<file path="config.mk">
export PLATFORM = sky130hd
export DESIGN_NAME = popcount_window_filter
export DESIGN_NICKNAME = d
export VERILOG_FILES = /design/src/rtl/popcount_window_pkg.sv /design/src/rtl/popcount_tree.sv /design/src/rtl/popcount_window_filter.sv
export SDC_FILE = /design/constraint.sdc
export NUM_CORES = 1
export LEC_CHECK = 0
export CAP_MARGIN = 25
export CORE_ASPECT_RATIO = 1.2
export CORE_MARGIN = 8
export CORE_UTILIZATION = 46
export CTS_BUF_LIST = sky130_fd_sc_hd__clkbuf_4 sky130_fd_sc_hd__clkbuf_8 sky130_fd_sc_hd__clkbuf_16
export DETAILED_ROUTE_END_ITERATION = 10
export PLACE_DENSITY = 0.75
export SLEW_MARGIN = 20
export SYNTH_ARGS = -nofsm -noshare
export SYNTH_HDL_FRONTEND = slang
export SYNTH_SLANG_ARGS = --single-unit
export TNS_END_PERCENT = 20
</file>
<file path="constraint.sdc">
create_clock -name clk -period 2.3 [get_ports clk]
set_input_delay 0.23 -clock clk [delete_from_list [all_inputs] [get_ports clk]]
set_output_delay 0.23 -clock clk [all_outputs]
set_load 0.03 [all_outputs]
</file>
<file path="src/rtl/popcount_window_pkg.sv">
// Shared types and reset constants for the popcount window filter.
package popcount_window_pkg;

  typedef enum logic [1:0] {
    IDLE   = 2'd0,
    QUAL   = 2'd1,
    ACTIVE = 2'd2,
    DROP   = 2'd3
  } pwf_state_t;

  // Reset window reproduces the legacy "2 or 3 ones" detector at WIDTH=4.
  localparam int RST_LO = 2;
  localparam int RST_HI = 3;

endpackage

</file>
<file path="src/rtl/popcount_tree.sv">
// Combinational population count of a WIDTH-bit word.
module popcount_tree #(
  parameter int WIDTH = 4,
  parameter int CNT_W = $clog2(WIDTH + 1)
) (
  input  logic [WIDTH-1:0] data_i,
  output logic [CNT_W-1:0] count_o
);

  // Sum of the input bits; synthesis balances the adder chain into a tree.
  always_comb begin
    count_o = '0;
    for (int i = 0; i < WIDTH; i++) begin
      count_o = count_o + CNT_W'(data_i[i]);
    end
  end

endmodule

</file>
<file path="src/rtl/popcount_window_filter.sv">
// Popcount window detector with registered outputs and a debounced hit indication.
module popcount_window_filter
  import popcount_window_pkg::*;
#(
  parameter int WIDTH  = 4,
  parameter int CNT_W  = $clog2(WIDTH + 1),
  parameter int STABLE = 2,
  parameter int EVT_W  = 16
) (
  input  logic             clk,
  input  logic             nrst,
  input  logic             in_valid,
  input  logic [WIDTH-1:0] in_data,
  input  logic             cfg_load,
  input  logic [CNT_W-1:0] lo_i,
  input  logic [CNT_W-1:0] hi_i,
  output logic [CNT_W-1:0] count_o,
  output logic             match_o,
  output logic             hit_o,
  output logic             rise_o,
  output logic [EVT_W-1:0] evt_count_o
);

  localparam int QW = $clog2(STABLE + 1);
  localparam logic [QW-1:0] STABLE_Q = QW'(STABLE);
  localparam logic [QW-1:0] ONE_Q    = QW'(1);

  logic             v1_q, v1_d;
  logic [WIDTH-1:0] d1_q, d1_d;
  logic [CNT_W-1:0] lo_q, lo_d, hi_q, hi_d;
  logic [CNT_W-1:0] count_q, count_d;
  logic             match_q, match_d;
  logic             v2_q, v2_d;
  pwf_state_t       state_q, state_d;
  logic [QW-1:0]    qcnt_q, qcnt_d;
  logic             hit_q, hit_d;
  logic             rise_q, rise_d;
  logic [EVT_W-1:0] evt_q, evt_d;
  logic [CNT_W-1:0] pop_s;

  popcount_tree #(.WIDTH(WIDTH), .CNT_W(CNT_W)) u_tree (
    .data_i  (d1_q),
    .count_o (pop_s)
  );

  // Input stage, bound registers and compare stage.
  always_comb begin
    v1_d    = in_valid;
    d1_d    = in_data;
    lo_d    = lo_q;
    hi_d    = hi_q;
    count_d = count_q;
    match_d = match_q;
    v2_d    = v1_q;
    if (cfg_load) begin
      lo_d = lo_i;
      hi_d = hi_i;
    end else begin
      lo_d = lo_q;
      hi_d = hi_q;
    end
    // Compare against the bounds taking effect at this edge, so a freshly loaded
    // window already applies to the sample leaving S1.
    if (v1_q) begin
      count_d = pop_s;
      match_d = (pop_s >= lo_d) && (pop_s <= hi_d);
    end else begin
      count_d = count_q;
      match_d = match_q;
    end
  end

  // Debounce FSM, rise pulse and saturating event counter.
  always_comb begin
    state_d = state_q;
    qcnt_d  = qcnt_q;
    rise_d  = 1'b0;
    if (cfg_load) begin
      state_d = IDLE;
      qcnt_d  = '0;
    end else if (v2_q) begin
      case (state_q)
        IDLE: begin
          if (match_q) begin
            qcnt_d  = ONE_Q;
            state_d = (STABLE == 1) ? ACTIVE : QUAL;
            rise_d  = (STABLE == 1);
          end else begin
            state_d = IDLE;
          end
        end
        QUAL: begin
          if (match_q) begin
            qcnt_d = qcnt_q + ONE_Q;
            if ((qcnt_q + ONE_Q) == STABLE_Q) begin
              state_d = ACTIVE;
              rise_d  = 1'b1;
            end else begin
              state_d = QUAL;
            end
          end else begin
            state_d = IDLE;
            qcnt_d  = '0;
          end
        end
        ACTIVE: begin
          if (!match_q) begin
            qcnt_d  = ONE_Q;
            state_d = (STABLE == 1) ? IDLE : DROP;
          end else begin
            state_d = ACTIVE;
          end
        end
        DROP: begin
          if (!match_q) begin
            qcnt_d = qcnt_q + ONE_Q;
            if ((qcnt_q + ONE_Q) == STABLE_Q) begin
              state_d = IDLE;
            end else begin
              state_d = DROP;
            end
          end else begin
            state_d = ACTIVE;
          end
        end
        default: begin
          state_d = IDLE;
          qcnt_d  = '0;
        end
      endcase
    end else begin
      state_d = state_q;
    end
    hit_d = (state_d == ACTIVE) || (state_d == DROP);
    if (rise_d && (evt_q != {EVT_W{1'b1}})) begin
      evt_d = evt_q + EVT_W'(1);
    end else begin
      evt_d = evt_q;
    end
  end

  // State registers with synchronous active-low reset.
  always_ff @(posedge clk) begin
    if (!nrst) begin
      v1_q    <= 1'b0;
      d1_q    <= '0;
      lo_q    <= CNT_W'(RST_LO);
      hi_q    <= CNT_W'(RST_HI);
      count_q <= '0;
      match_q <= 1'b0;
      v2_q    <= 1'b0;
      state_q <= IDLE;
      qcnt_q  <= '0;
      hit_q   <= 1'b0;
      rise_q  <= 1'b0;
      evt_q   <= '0;
    end else begin
      v1_q    <= v1_d;
      d1_q    <= d1_d;
      lo_q    <= lo_d;
      hi_q    <= hi_d;
      count_q <= count_d;
      match_q <= match_d;
      v2_q    <= v2_d;
      state_q <= state_d;
      qcnt_q  <= qcnt_d;
      hit_q   <= hit_d;
      rise_q  <= rise_d;
      evt_q   <= evt_d;
    end
  end

  assign count_o     = count_q;
  assign match_o     = match_q;
  assign hit_o       = hit_q;
  assign rise_o      = rise_q;
  assign evt_count_o = evt_q;

endmodule

</file>
==> reports/qor.csv <==
stage;metric;value;unit
clock_network;ctsLongestPathBuffers;2;
timing;fmax;453;MHz
synthesis;synth-edff-count;0;
worst_setup_path;crit_start;d1_q[0];
final_layout;syn_to_final_growth;33.7;%
drt;via_count;1536;
timing;final.period_utilization;96.0;%
timing;period_minus_slack;2.21;ns
clock_network;cts_made_buffers;5;
placed_design;globalplace.congestion;0.794;
min_path;hold_path.class;reg2reg;
floorplanning;design.core.area;3850;um2
drt;wl_per_cell;13.6;um
worst_setup_path;cp_num_cells;10;
worst_setup_path;endpoint;match_o;
drt;drt_wl_total;3920;um
worst_setup_path;crit_required;2.48;ns
grt;first_global_vias;1495;
clock_network;clk_pin_slew;0.08;ns
worst_setup_path;critPathKind;reg2reg;
worst_setup_path;path_cells;ha_1 > inv_1 > fa_1 > inv_2 > ha_4 > ha_1 > a21oi_1 > nor2_1 > a21oi_1 > o32ai_1;
grt;track_usage;13.1;%
clock_network;clk_latency;0.29;ns
timing;slew_headroom;72.1;%
floorplanning;io_pins;36;
final_layout;fillCellCount;317;
synthesis;ys_seq_area_share;42.3;%
worst_setup_path;reg2reg_slack;0.09;ns
timing;fin_ws;0.0914;ns
final_layout;final_area;2410;um2
drt;drt_iter0_markers;54;
power_and_ir_drop;p_leak;0.915;nW
grt;antenna_found_initial;0;
grt;grt_max_degree;18;
placed_design;dpl-instance-area;2230;um2
placed_design;hpwl;2830;um
worst_setup_path;end_kind;register;
clock_network;h-tree-depth;2;
timing;tightest_slew;0.407;ns
floorplanning;initial_core_util;46.8;%
clock_network;cts_tree;yes;
power_and_ir_drop;p_per_area;637;nW/um2
final_layout;multi_input_area;1010;um2
min_path;whs_path_depth;2;
final_layout;seq_area;761;um2
floorplanning;die_w;73.1;um
final_layout;nets;259;
worst_setup_path;r2r-end;match_o;
worst_setup_path;r2r_cells;10;
final_layout;final_util;62.5;%
synthesis;avgSynthCellArea;9.27;um2
grt;grt_overflow;0;
synthesis;yosysTopAreaCellShare;42.3;%
grt;grt_pass1_wl;6510;um
final_layout;n_antenna_cell;0;
timing;slew_viol_final;0;
synthesis;yosysMostFrequentCell;dfxtp_1;
power_and_ir_drop;ir_drop;0.000407;V
placed_design;io_buffers;35;
synthesis;synth.net_count;219;
synthesis;synth_area_leaders;dfxtp_1 42%, ha_1 7.0%, mux2i_1 5.0%;
floorplanning;die_area;6180;um2
timing;hold_viol_final;0;
synthesis;synth_ff_type;dfxtp_1;
worst_setup_path;worst-path-max-fanout;3;
timing;setup_viol;0;
synthesis;ys_seq_elements;38;
worst_setup_path;r2r-start;d1_q[0];
flow_run;cap_violations;0;
drt;first_pass_iters;4;
synthesis;synthesis.area;1800;um2
drt;detail-route-antenna-nets;0;
synthesis;synth.distinct_cells;38;
worst_setup_path;worst_path_largest_cell_delay;0.37;ns
worst_setup_path;path_buf_inv;2;
worst_setup_path;critical-path-top-delay-family;adder cells;
synthesis;yosysWarnings;0;
final_layout;stdcell_count;289;
timing;skew;0.00501;ns
clock_network;cts_sinks;38;
drt;drc;0;
synthesis;netlist_top_cells_count;38 x dfxtp_1, 17 x nand2_1, 15 x nor2_1;
floorplanning;row_count;25;
placed_design;pre_cts_ws;0.0144;ns
clock_network;cts_root_buf;clkbuf_8;
final_layout;drive_gt1_share;11.1;%
placed_design;dp_cells;281;
worst_setup_path;start_kind;register;
worst_setup_path;critPathArrivalTime;2.38;ns
floorplanning;die_y;84.5;um
run_status;status;complete, no violations;
worst_setup_path;crit_path_top_delay_cell;fa_1;
synthesis;yosys.area.top_type;dfxtp_1;
drt;routed_via_density;5.31;
synthesis;syn_inst;194;
synthesis;ys_async_sr_fraction;0;%
clock_network;cts_setup_buffers;0;
==> sequential cells by signal, summed over array words and instances (netlist names) <==
name,cells
hit_o,1
match_o,1
hi_q,3
evt_count_o,16
rise_o,1
v2_q,1
lo_q,3
v1_q,1
state_q,2
qcnt_q,2
d1_q,4
count_o,3
==> kinds of logic after synthesis <==
| logic type | synth area share [%] |
|---|---|
| AO/OA/AOI/OAI | 11.9 |
| flip-flops | 42.3 |
| multiplexers | 6.26 |
| AND/OR/NAND/NOR | 24.7 |
| XOR/XNOR | 3.41 |
| adder cells (fa/ha/maj) | 8.07 |
| buffers and inverters | 3.41 |
==> routing by layer <==
metal / share of wire [%] / vias to the layer above / track usage [%]
li1: - / 768 / -
met1: 42 / 729 / 13.6
met2: 51 / 32 / 22.8
met3: 4.7 / 7 / 3.93
met4: 1.5 / 0 / 6.39
met5: 0 / - / 0
==> timing repair <==
item / 4_1_cts / 5_1_grt
hold endpoints to repair: 0 / 0
endpoints found under the setup margin: 1 / 1
hold buffers: 0 / 0
pin swaps: 0 / 1
cloned: 0 / 0
resized for setup: 1 / 5
==> report_power, final <==
group          switching (W)  internal (W)
Combinational      0.0000720     0.0000784
Clock               0.000237      0.000463
Sequential        0.00000947      0.000673
==> through the flow <==
stage               setup TNS [ns]  hold WS [ns]  power [W]
global placement                 0         0.463   0.000829
CTS                              0         0.486    0.00153
finish                           0         0.482    0.00153
detailed placement               0         0.472   0.000833
floorplan                        0         0.352   0.000780
global route               -0.0436         0.509    0.00159
==> worst min-delay path: stages (launching register included) <==
cell	delay [ns]
dfxtp_1	0.33
nand2_1	0.06
a21oi_1	0.05
==> cells in the final DEF, fill, tap and decap left out, drive strengths merged <==
master	n
a211oi	3
a21oi	11
and2	12
and4	4
buf	5
bufinv	2
clkbuf	6
clkdlybuf4s50	35
dfxtp	38
fa	1
ha	10
inv	9
mux2	2
mux2i	9
nand2	17
nand2b	4
nand3	11
nand4	5
nor2	15
nor3	1
nor3b	1
nor4b	1
o2111ai	1
o211a	1
o211ai	4
o21ai	5
o21ba	1
o311ai	1
o31ai	3
o32ai	1
o41ai	1
or2	1
or3	2
or4	5
xnor2	2
xor2	5
==> final cells by class <==
| type | count | share of cell area [%] |
|---|---|---|
| clock buffers | 6 | 3.43 |
| clock inverters | 2 | 2.50 |
| inverters | 9 | 1.40 |
| multi-input cells | 140 | 42.1 |
| flip-flops and latches | 38 | 31.6 |
| well taps | 54 | 2.81 |
| repair buffers | 40 | 16.1 |
==> worst min path at each step <==
| stage | startpoint | end | slack [ns] |
|---|---|---|---|
| final | qcnt_q[1] | qcnt_q[1] | 0.48 |
| after global routing | qcnt_q[1] | qcnt_q[1] | 0.51 |
| after CTS | qcnt_q[1] | qcnt_q[1] | 0.49 |
| after detailed placement | qcnt_q[1] | qcnt_q[1] | 0.47 |
| after global placement | qcnt_q[1] | qcnt_q[1] | 0.46 |
| after floorplan | nrst | d1_q[3] | 0.35 |
(Power assumes the default switching activity.)
